### src/rtl/nn_result_argmax.sv
// nn_result_argmax: collects per-lane network scores, finds the signed maximum
// with a sequential scan, and offers the result on a valid/ready interface.
module nn_result_argmax #(
  parameter int unsigned WIDTH = 16,
  parameter int unsigned N_OUT = 5,
  parameter int unsigned IDX_W = 3,
  parameter int unsigned CNT_W = 16
) (
  input  logic                   ap_clk,
  input  logic                   ap_rst,
  input  logic [N_OUT*WIDTH-1:0] in_data,
  input  logic [N_OUT-1:0]       in_vld,
  output logic                   cls_valid,
  input  logic                   cls_ready,
  output logic [IDX_W-1:0]       cls_idx,
  output logic [WIDTH-1:0]       cls_score,
  output logic [N_OUT*WIDTH-1:0] cls_scores,
  output logic [CNT_W-1:0]       frame_cnt,
  output logic                   busy,
  output logic                   overrun
);

  typedef enum logic [1:0] {StCollect, StScan, StHold} state_e;

  state_e           state;
  logic [N_OUT-1:0] mask;
  logic [WIDTH-1:0] score [N_OUT];
  logic [IDX_W-1:0] scan_i;
  logic [IDX_W-1:0] max_idx;
  logic [WIDTH-1:0] max_val;

  logic [WIDTH-1:0] cand;
  logic             take;
  logic [WIDTH-1:0] nxt_max;
  logic [IDX_W-1:0] nxt_idx;
  logic             all_in;
  logic             last_lane;

  // Scan datapath: select the current lane and compare it against the running max.
  always_comb begin
    cand = '0;
    for (int k = 0; k < N_OUT; k++) begin
      if (scan_i == IDX_W'(k)) cand = score[k];
    end
    // Lane 0 seeds the max; strict compare keeps the lowest index on ties.
    take      = (scan_i == '0) || ($signed(cand) > $signed(max_val));
    nxt_max   = take ? cand : max_val;
    nxt_idx   = take ? scan_i : max_idx;
    all_in    = &(mask | in_vld);
    last_lane = (scan_i == IDX_W'(N_OUT - 1));
  end

  assign busy = (state != StCollect);

  // Frame FSM: capture lanes, scan for the max, then hold the result for the sink.
  always_ff @(posedge ap_clk or posedge ap_rst) begin
    if (ap_rst) begin
      state      <= StCollect;
      mask       <= '0;
      for (int k = 0; k < N_OUT; k++) score[k] <= '0;
      scan_i     <= '0;
      max_idx    <= '0;
      max_val    <= '0;
      cls_valid  <= 1'b0;
      cls_idx    <= '0;
      cls_score  <= '0;
      cls_scores <= '0;
      frame_cnt  <= '0;
      overrun    <= 1'b0;
    end else begin
      unique case (state)
        StCollect: begin
          for (int k = 0; k < N_OUT; k++) begin
            if (in_vld[k]) score[k] <= in_data[k*WIDTH +: WIDTH];
          end
          mask <= mask | in_vld;
          if (all_in) begin
            state  <= StScan;
            scan_i <= '0;
          end
        end
        StScan: begin
          if (|in_vld) overrun <= 1'b1;
          max_val <= nxt_max;
          max_idx <= nxt_idx;
          scan_i  <= scan_i + 1'b1;
          if (last_lane) begin
            state     <= StHold;
            cls_valid <= 1'b1;
            cls_idx   <= nxt_idx;
            cls_score <= nxt_max;
            for (int k = 0; k < N_OUT; k++) cls_scores[k*WIDTH +: WIDTH] <= score[k];
          end
        end
        StHold: begin
          if (|in_vld) overrun <= 1'b1;
          if (cls_ready) begin
            cls_valid <= 1'b0;
            frame_cnt <= frame_cnt + 1'b1;
            mask      <= '0;
            state     <= StCollect;
          end
        end
        default: state <= StCollect;
      endcase
    end
  end

endmodule

### config.mk
export PLATFORM = sky130hd
export DESIGN_NAME = nn_result_argmax
export DESIGN_NICKNAME = d
export VERILOG_FILES = /design/src/rtl/nn_result_argmax.sv
export SDC_FILE = /design/constraint.sdc
export NUM_CORES = 1
export LEC_CHECK = 0
export CAP_MARGIN = 20
export CELL_PAD_IN_SITES_DETAIL_PLACEMENT = 0
export CELL_PAD_IN_SITES_GLOBAL_PLACEMENT = 1
export CORE_MARGIN = 8
export CORE_UTILIZATION = 40
export DETAILED_ROUTE_END_ITERATION = 6
export GPL_TIMING_DRIVEN = 0
export HOLD_SLACK_MARGIN = 0.06
export PLACE_DENSITY_LB_ADDON = 0.1
export SLEW_MARGIN = 20
export SYNTH_ARGS = -nofsm -noshare
export SYNTH_HDL_FRONTEND = slang
export SYNTH_SLANG_ARGS = --single-unit
### constraint.sdc
create_clock -name ap_clk -period 10.4 [get_ports ap_clk]
set_input_delay 2.6 -clock ap_clk [delete_from_list [all_inputs] [get_ports ap_clk]]
set_output_delay 2.6 -clock ap_clk [all_outputs]
set_load 0.02 [all_outputs]
# After elaboration in Yosys (flattened, before gate mapping)
# Index checks and enable logic that the tools add are counted.
dict set report word_totals {
  regBits 226
  output_inout_bits 118
  elab_cells 69
  input_bits 88
}
dict set report classes {
  n_mux 18
  n_eq_ne 9
  magnitude_cmp 1
  bitwise_logic 1
  reduce_logical 22
  addsub 2
}
# operator n
set op_table {}
lappend op_table {{two-way mux 16 bit} 6}
lappend op_table {{AND reduction 2 bit} 10}
lappend op_table {{adder 16 x 1 -> 16 bit, second input constant} 1}
lappend op_table {{> comparator 16 bit} 1}
lappend op_table {{one-hot mux 5 bit (2 select lines)} 1}
lappend op_table {{nonzero test 2 bit} 4}
lappend op_table {{equality test 3 x 2 -> 1 bit, second input constant} 2}
lappend op_table {{two-way mux 2 bit} 3}
lappend op_table {{two-way mux 3 bit} 2}
lappend op_table {{inequality test 2 bit, second input constant} 3}
lappend op_table {{one-hot mux 2 bit (3 select lines)} 1}
lappend op_table {{one-hot mux 3 bit (2 select lines)} 1}
lappend op_table {{AND reduction 3 bit} 2}
lappend op_table {{two-way mux 5 bit} 1}
lappend op_table {{OR 5 bit} 1}
lappend op_table {{AND reduction 5 bit} 1}
lappend op_table {{OR reduction 5 bit} 1}
lappend op_table {{adder 3 x 1 -> 3 bit, second input constant} 1}
lappend op_table {{equality test 3 x 1 -> 1 bit, second input constant} 1}
lappend op_table {{equality test 3 bit, second input constant} 1}
lappend op_table {{zero test 3 bit} 1}
lappend op_table {{equality test 2 x 1 -> 1 bit, second input constant} 1}
lappend op_table {{equality test 2 bit, second input constant} 1}
lappend op_table {{zero test 2 bit} 1}
lappend op_table {{4 further kinds} 5}

# Longest topological paths before layout
dict set report depth {
  ltp_word 9
  depth_mapped 18
  depth_no_buf 14
}

# Least setup slack after synthesis
# OpenSTA, ideal clock, no wires.
dict set report synth_path {
  path_type {reg-to-reg}
  startpoint {register scan_i[0]}
  endpoint {register max_idx[0]}
  t_required_ns 10.275
  stages_incl_launch_ff 17
  setup_ns 0.125
  path_buffers 3
  t_arrival_ns 3.759
  setup_slack_ns 6.515
  cell_sequence {dfrtp_1 > inv_1 > ha_1 > nand2_1 > and2_1 > clkbuf_1 > clkbuf_1 > a22oi_1 > o21ai_0 > ha_1 > nand3_2 > or4_4 > a21oi_4 > o41ai_4 > o32ai_4 > buf_6 > mux2_4}
}
dict set report synth_via {
  elab_chain_cells 9
  elab_cells_between_ends 13
  cone_classes {order compare (1); eq/ne (4); mux (6); reduce/logical (2)}
}
# item line_no
set synth_lines {}
lappend synth_lines {{start: declaration} 28} ;# logic [IDX_W-1:0] scan_i;
lappend synth_lines {{start signal: assignment} 86} ;# scan_i <= scan_i + 1'b1;
lappend synth_lines {{zero test 3 bit} {43, 46}}
lappend synth_lines {{two-way mux 16 bit (5 in a row)} 43} ;# if (scan_i == IDX_W'(k)) cand = score[k];
lappend synth_lines {{> comparator 16 bit} 46} ;# take = (scan_i == '0) || ($signed(cand) > $signed(max_val));
lappend synth_lines {{logical OR 1 bit} 46}
lappend synth_lines {{two-way mux 3 bit (*)} 48} ;# nxt_idx = take ? scan_i : max_idx;
lappend synth_lines {{end signal: assignment} 85} ;# max_idx <= nxt_idx;
lappend synth_lines {{end: declaration} 29} ;# logic [IDX_W-1:0] max_idx;
# Mark *: on every way between the ends. The rest lies on a longest branch, timed or not.
# A chain may end at the register's enable or synchronous reset.

# Worst setup path in the final report
dict set report layout_path {
  startpoint {register scan_i[0]}
  endpoint {register max_val[14]}
}
dict set report layout_via {
  elab_chain_cells 9
  elab_cells_between_ends 13
  cone_classes {order compare (1); eq/ne (4); mux (6); reduce/logical (2)}
}
# item line_no
set layout_lines {}
lappend layout_lines {{zero test 3 bit} {43, 46}}
lappend layout_lines {{two-way mux 16 bit (5 in a row)} 43}
lappend layout_lines {{> comparator 16 bit} 46}
lappend layout_lines {{logical OR 1 bit} 46}
lappend layout_lines {{two-way mux 16 bit (*)} 47} ;# nxt_max = take ? cand : max_val;
lappend layout_lines {{end signal: assignment} 84} ;# max_val <= nxt_max;
lappend layout_lines {{end: declaration} 30} ;# logic [WIDTH-1:0] max_val;
# Marks and branches as above.

==> impl_metrics.toml <==
[sta]
period_needed_ns = 4.84
max_clock_freq_mhz = 207
fin_crit_sh_pct = 46.5
whs_ns = 0.467
tightestPinTransition_ns = 0.809
rsz0062_at_grt = "false"
setup_violations = 0
finalHoldViolations = 0
relSlewSlack_pct = 46.1
fin_skew_ns = 0.0152
drv_slew = 0

[synth]
yosysSeqAreaShare_pct = 56.2
yosysTopAreaCell = "dfrtp_1"
ys_ff_latch = 226
synth-edff-count = 0
synth_top_area_share_pct = 56.2
synth-main-ff-cell = "dfrtp_1"
synth_nets = 1072
synth_async_sr_flop_share_pct = 100
postSynthAreaPerCell_um2 = 10.5
synthesis.area_um2 = 10100
synth_cell_type_count = 51
synth_area_leaders = "dfrtp_1 56%, nand2_1 10%, mux2_2 10%"
yosysWarnings = 0
syn_inst = 959

[critical_path]
slowest_stage = "dfrtp_1"
slowest_delay_ns = 0.56
crit_buf_inv = 4
critical_path_class = "reg2reg"
crit_chain = "inv_1 > ha_1 > nand2_1 > and2_1 > clkbuf_1 > clkbuf_1 > a22oi_1 > o21ai_0 > ha_1 > a21o_1 > a2111oi_0 > o31ai_1 > o41ai_4 > o32ai_4 > buf_6 > mux2_4"
reg2reg_setup_slack_ns = 5.56
crit_required_ns = 10.81
crit_path_end_kind = "flop"
cp_top_family = "compound AO/OA/AOI/OAI gates"
worstSetupStartpointType = "flop"
cp_max_fo = 10
r2r-end = "max_val[14]"
ff2ff_path_depth = 16
r2r-start = "scan_i[0]"
arrival_ns = 5.25

[global_routing]
grt.busiest_layer = "met2"
grtUsageMet1_pct = 26.8
gr-usage-met3_pct = 4.55
grt_max_degree = 91
grt_use_total_pct = 19.7
grt_pass1_vias = 8192
overflow = 0
grtUsageMet2_pct = 31.9
grt_pass1_wl_mm = 47.6
antenna_found_initial = 0

[clock_tree]
cts_sinks = 226
h-tree-depth = 1
postCtsSetupRepairBufs = 0
clk_latency_ns = 0.53
cts_resized = 0
clockBufferDepth = 3
clock_tree.root_cell = "clkbuf_16"
cts_buffers = 26
cts.reportedPaths.clkPinSlew_ns = 0.06
cts_tree = "yes"
hold_buffers = 0

[floorplan]
dieArea_um2 = 30500
die_y_um = 175
io_pins = 206
coreArea_um2 = 25000
row_count = 58
floorplan.initialDensity_pct = 40.3
die_x_um = 175

[cells_and_area]
drive_above_1_share_pct = 13.4
syn_to_final_growth_pct = 34.2
final_area_um2 = 13500
regArea_um2 = 5660
nNetsFinal = 1307
num_antenna_cells = 0
fillers = 2339
multi_input_area_um2 = 4060

[min_path]
hp-class = "reg2reg"
hold_path.startpoint = "overrun"
whs_path_depth = 1
min_to = "overrun"

[drt]
initialDrtViolationCount = 486
avgRoutedWirePerCell_um = 19.6
postRouteAntennaNets = 0
drt_drc_violations_left = 0
via_per_inst = 4.99
drt_first_pass_iters = 5
num_vias = 7695
wl_mm = 30.3

[power]
vdd_drop_max_mv = 0.161
leakage_uw = 0.00611
powerDensity_nw_per_um2 = 347
power_uw = 4690

[place]
gp_congestion = 0.787
io_buffers = 205
post_dp_cell_area_um2 = 12600
hpwl_mm = 22.7

[outcome]
status = "completed"

[job]
maxCapViolCount = 0
## placed cells by master (no fill, tap or decap), types with 3 or more instances in the layout
| cell | instances |
|---|---|
| o21a_1 | 4 |
| xnor2_1 | 9 |
| clkbuf_16 | 26 |
| o22ai_1 | 3 |
| mux2_2 | 89 |
| a21oi_1 | 54 |
| a21o_1 | 4 |
| ha_1 | 25 |
| mux2_4 | 9 |
| o21ai_0 | 42 |
| nand2_1 | 279 |
| dfrtp_1 | 226 |
| nand3b_1 | 14 |
| clkbuf_8 | 5 |
| buf_1 | 6 |
| nand3_1 | 12 |
| clkbuf_1 | 39 |
| a31oi_1 | 18 |
| clkinv_2 | 8 |
| o31ai_1 | 5 |
| inv_1 | 28 |
| xor2_1 | 6 |
| a22oi_1 | 14 |
| clkdlybuf4s50_1 | 205 |
| bufinv_16 | 5 |
| nor2_1 | 36 |
## worst max-delay path by stage
stage / from / end / slack (ns) / depth (start not counted)
after floorplan: ap_rst / cls_idx[0] / 1.61 / 1
after global placement: ap_rst / frame_cnt[11] / -1.76 / 2
after detailed placement: scan_i[0] / max_val[14] / 5.64 / 16
after CTS: scan_i[0] / max_val[14] / 5.60 / 16
after global routing: scan_i[0] / max_val[14] / 5.22 / 16
final: scan_i[0] / max_val[14] / 5.56 / 16
## sequential cells by signal, indices dropped and copies added (netlist names)
name	flops
max_idx	3
score	80
cls_score	16
cls_valid	1
cls_idx	3
scan_i	3
frame_cnt	16
max_val	16
cls_scores	80
overrun	1
mask	5
state	2
## where the power goes
part           internal (µW)  total (µW)  switching, µW
logic                    972        2150           1180
clock network            603         977            374
registers               1240        1560            320
total                   2820        4690           1870
## Yosys cell counts, types with 2 or more instances
| master | instances |
|---|---|
| mux2i_1 | 2 |
| xnor2_1 | 9 |
| a21oi_1 | 54 |
| o21ai_0 | 42 |
| nor2_1 | 36 |
| clkbuf_1 | 38 |
| mux2_2 | 89 |
| and2_1 | 2 |
| o31ai_1 | 5 |
| nor3_1 | 2 |
| clkbuf_8 | 2 |
| nand3b_1 | 14 |
| mux2_4 | 9 |
| xor2_1 | 6 |
| dfrtp_1 | 226 |
| o21a_1 | 4 |
| buf_4 | 2 |
| o22ai_1 | 3 |
| buf_6 | 2 |
| nand2_1 | 279 |
| nand3_1 | 12 |
| inv_1 | 29 |
| buf_1 | 6 |
| a31oi_1 | 18 |
| nand4_1 | 2 |
| a22oi_1 | 14 |
| ha_1 | 25 |
| a21o_1 | 4 |
## final cells by class
type                            instances  area share [%]
Buffer                                 51            1.77
Sequential cell                       226            41.9
Tap cell                              330            3.06
Clock buffer                           30            5.15
Timing Repair Buffer                  207            15.6
Clock inverter                         16            1.65
Multi-Input combinational cell        653            30.0
Inverter                               29           0.861
## worst reg2reg max path, cell delays in order (launching register included)
cell	delay (ns)
dfrtp_1	0.56
inv_1	0.12
ha_1	0.27
nand2_1	0.16
and2_1	0.15
clkbuf_1	0.24
clkbuf_1	0.43
a22oi_1	0.20
o21ai_0	0.16
ha_1	0.31
a21o_1	0.17
a2111oi_0	0.41
o31ai_1	0.21
o41ai_4	0.55
o32ai_4	0.26
buf_6	0.23
mux2_4	0.31
## through the flow
step	setup WS, ns	TNS [ns]	std cells	utilization (%)
3_5_place_dp	5.64	0	1496	50.4
3_3_place_gp	-1.76	-390.37	1494	50.2
5_1_grt	5.22	0	1542	54.1
6_report	5.56	0	1542	54.1
4_1_cts	5.60	0	1542	54.1
2_1_floorplan	1.61	0	959	-
## logic make-up after synthesis
family	Yosys count	synth area share, %
compound gates	157	9.94
simple gates	356	14.5
buf+inv	80	3.46
xor+xnor	15	1.31
flops	226	56.2
mux	100	11.5
fa+ha+maj	25	3.11
## per-layer routing
layer / vias to the layer above / wire (µm)
met1: 3784 / 14100
met4: 0 / 520
met5: - / 0
li1: 3705 / -
met3: 29 / 1650
met2: 177 / 13900
No activity file was read; power rests on OpenSTA's default activity.
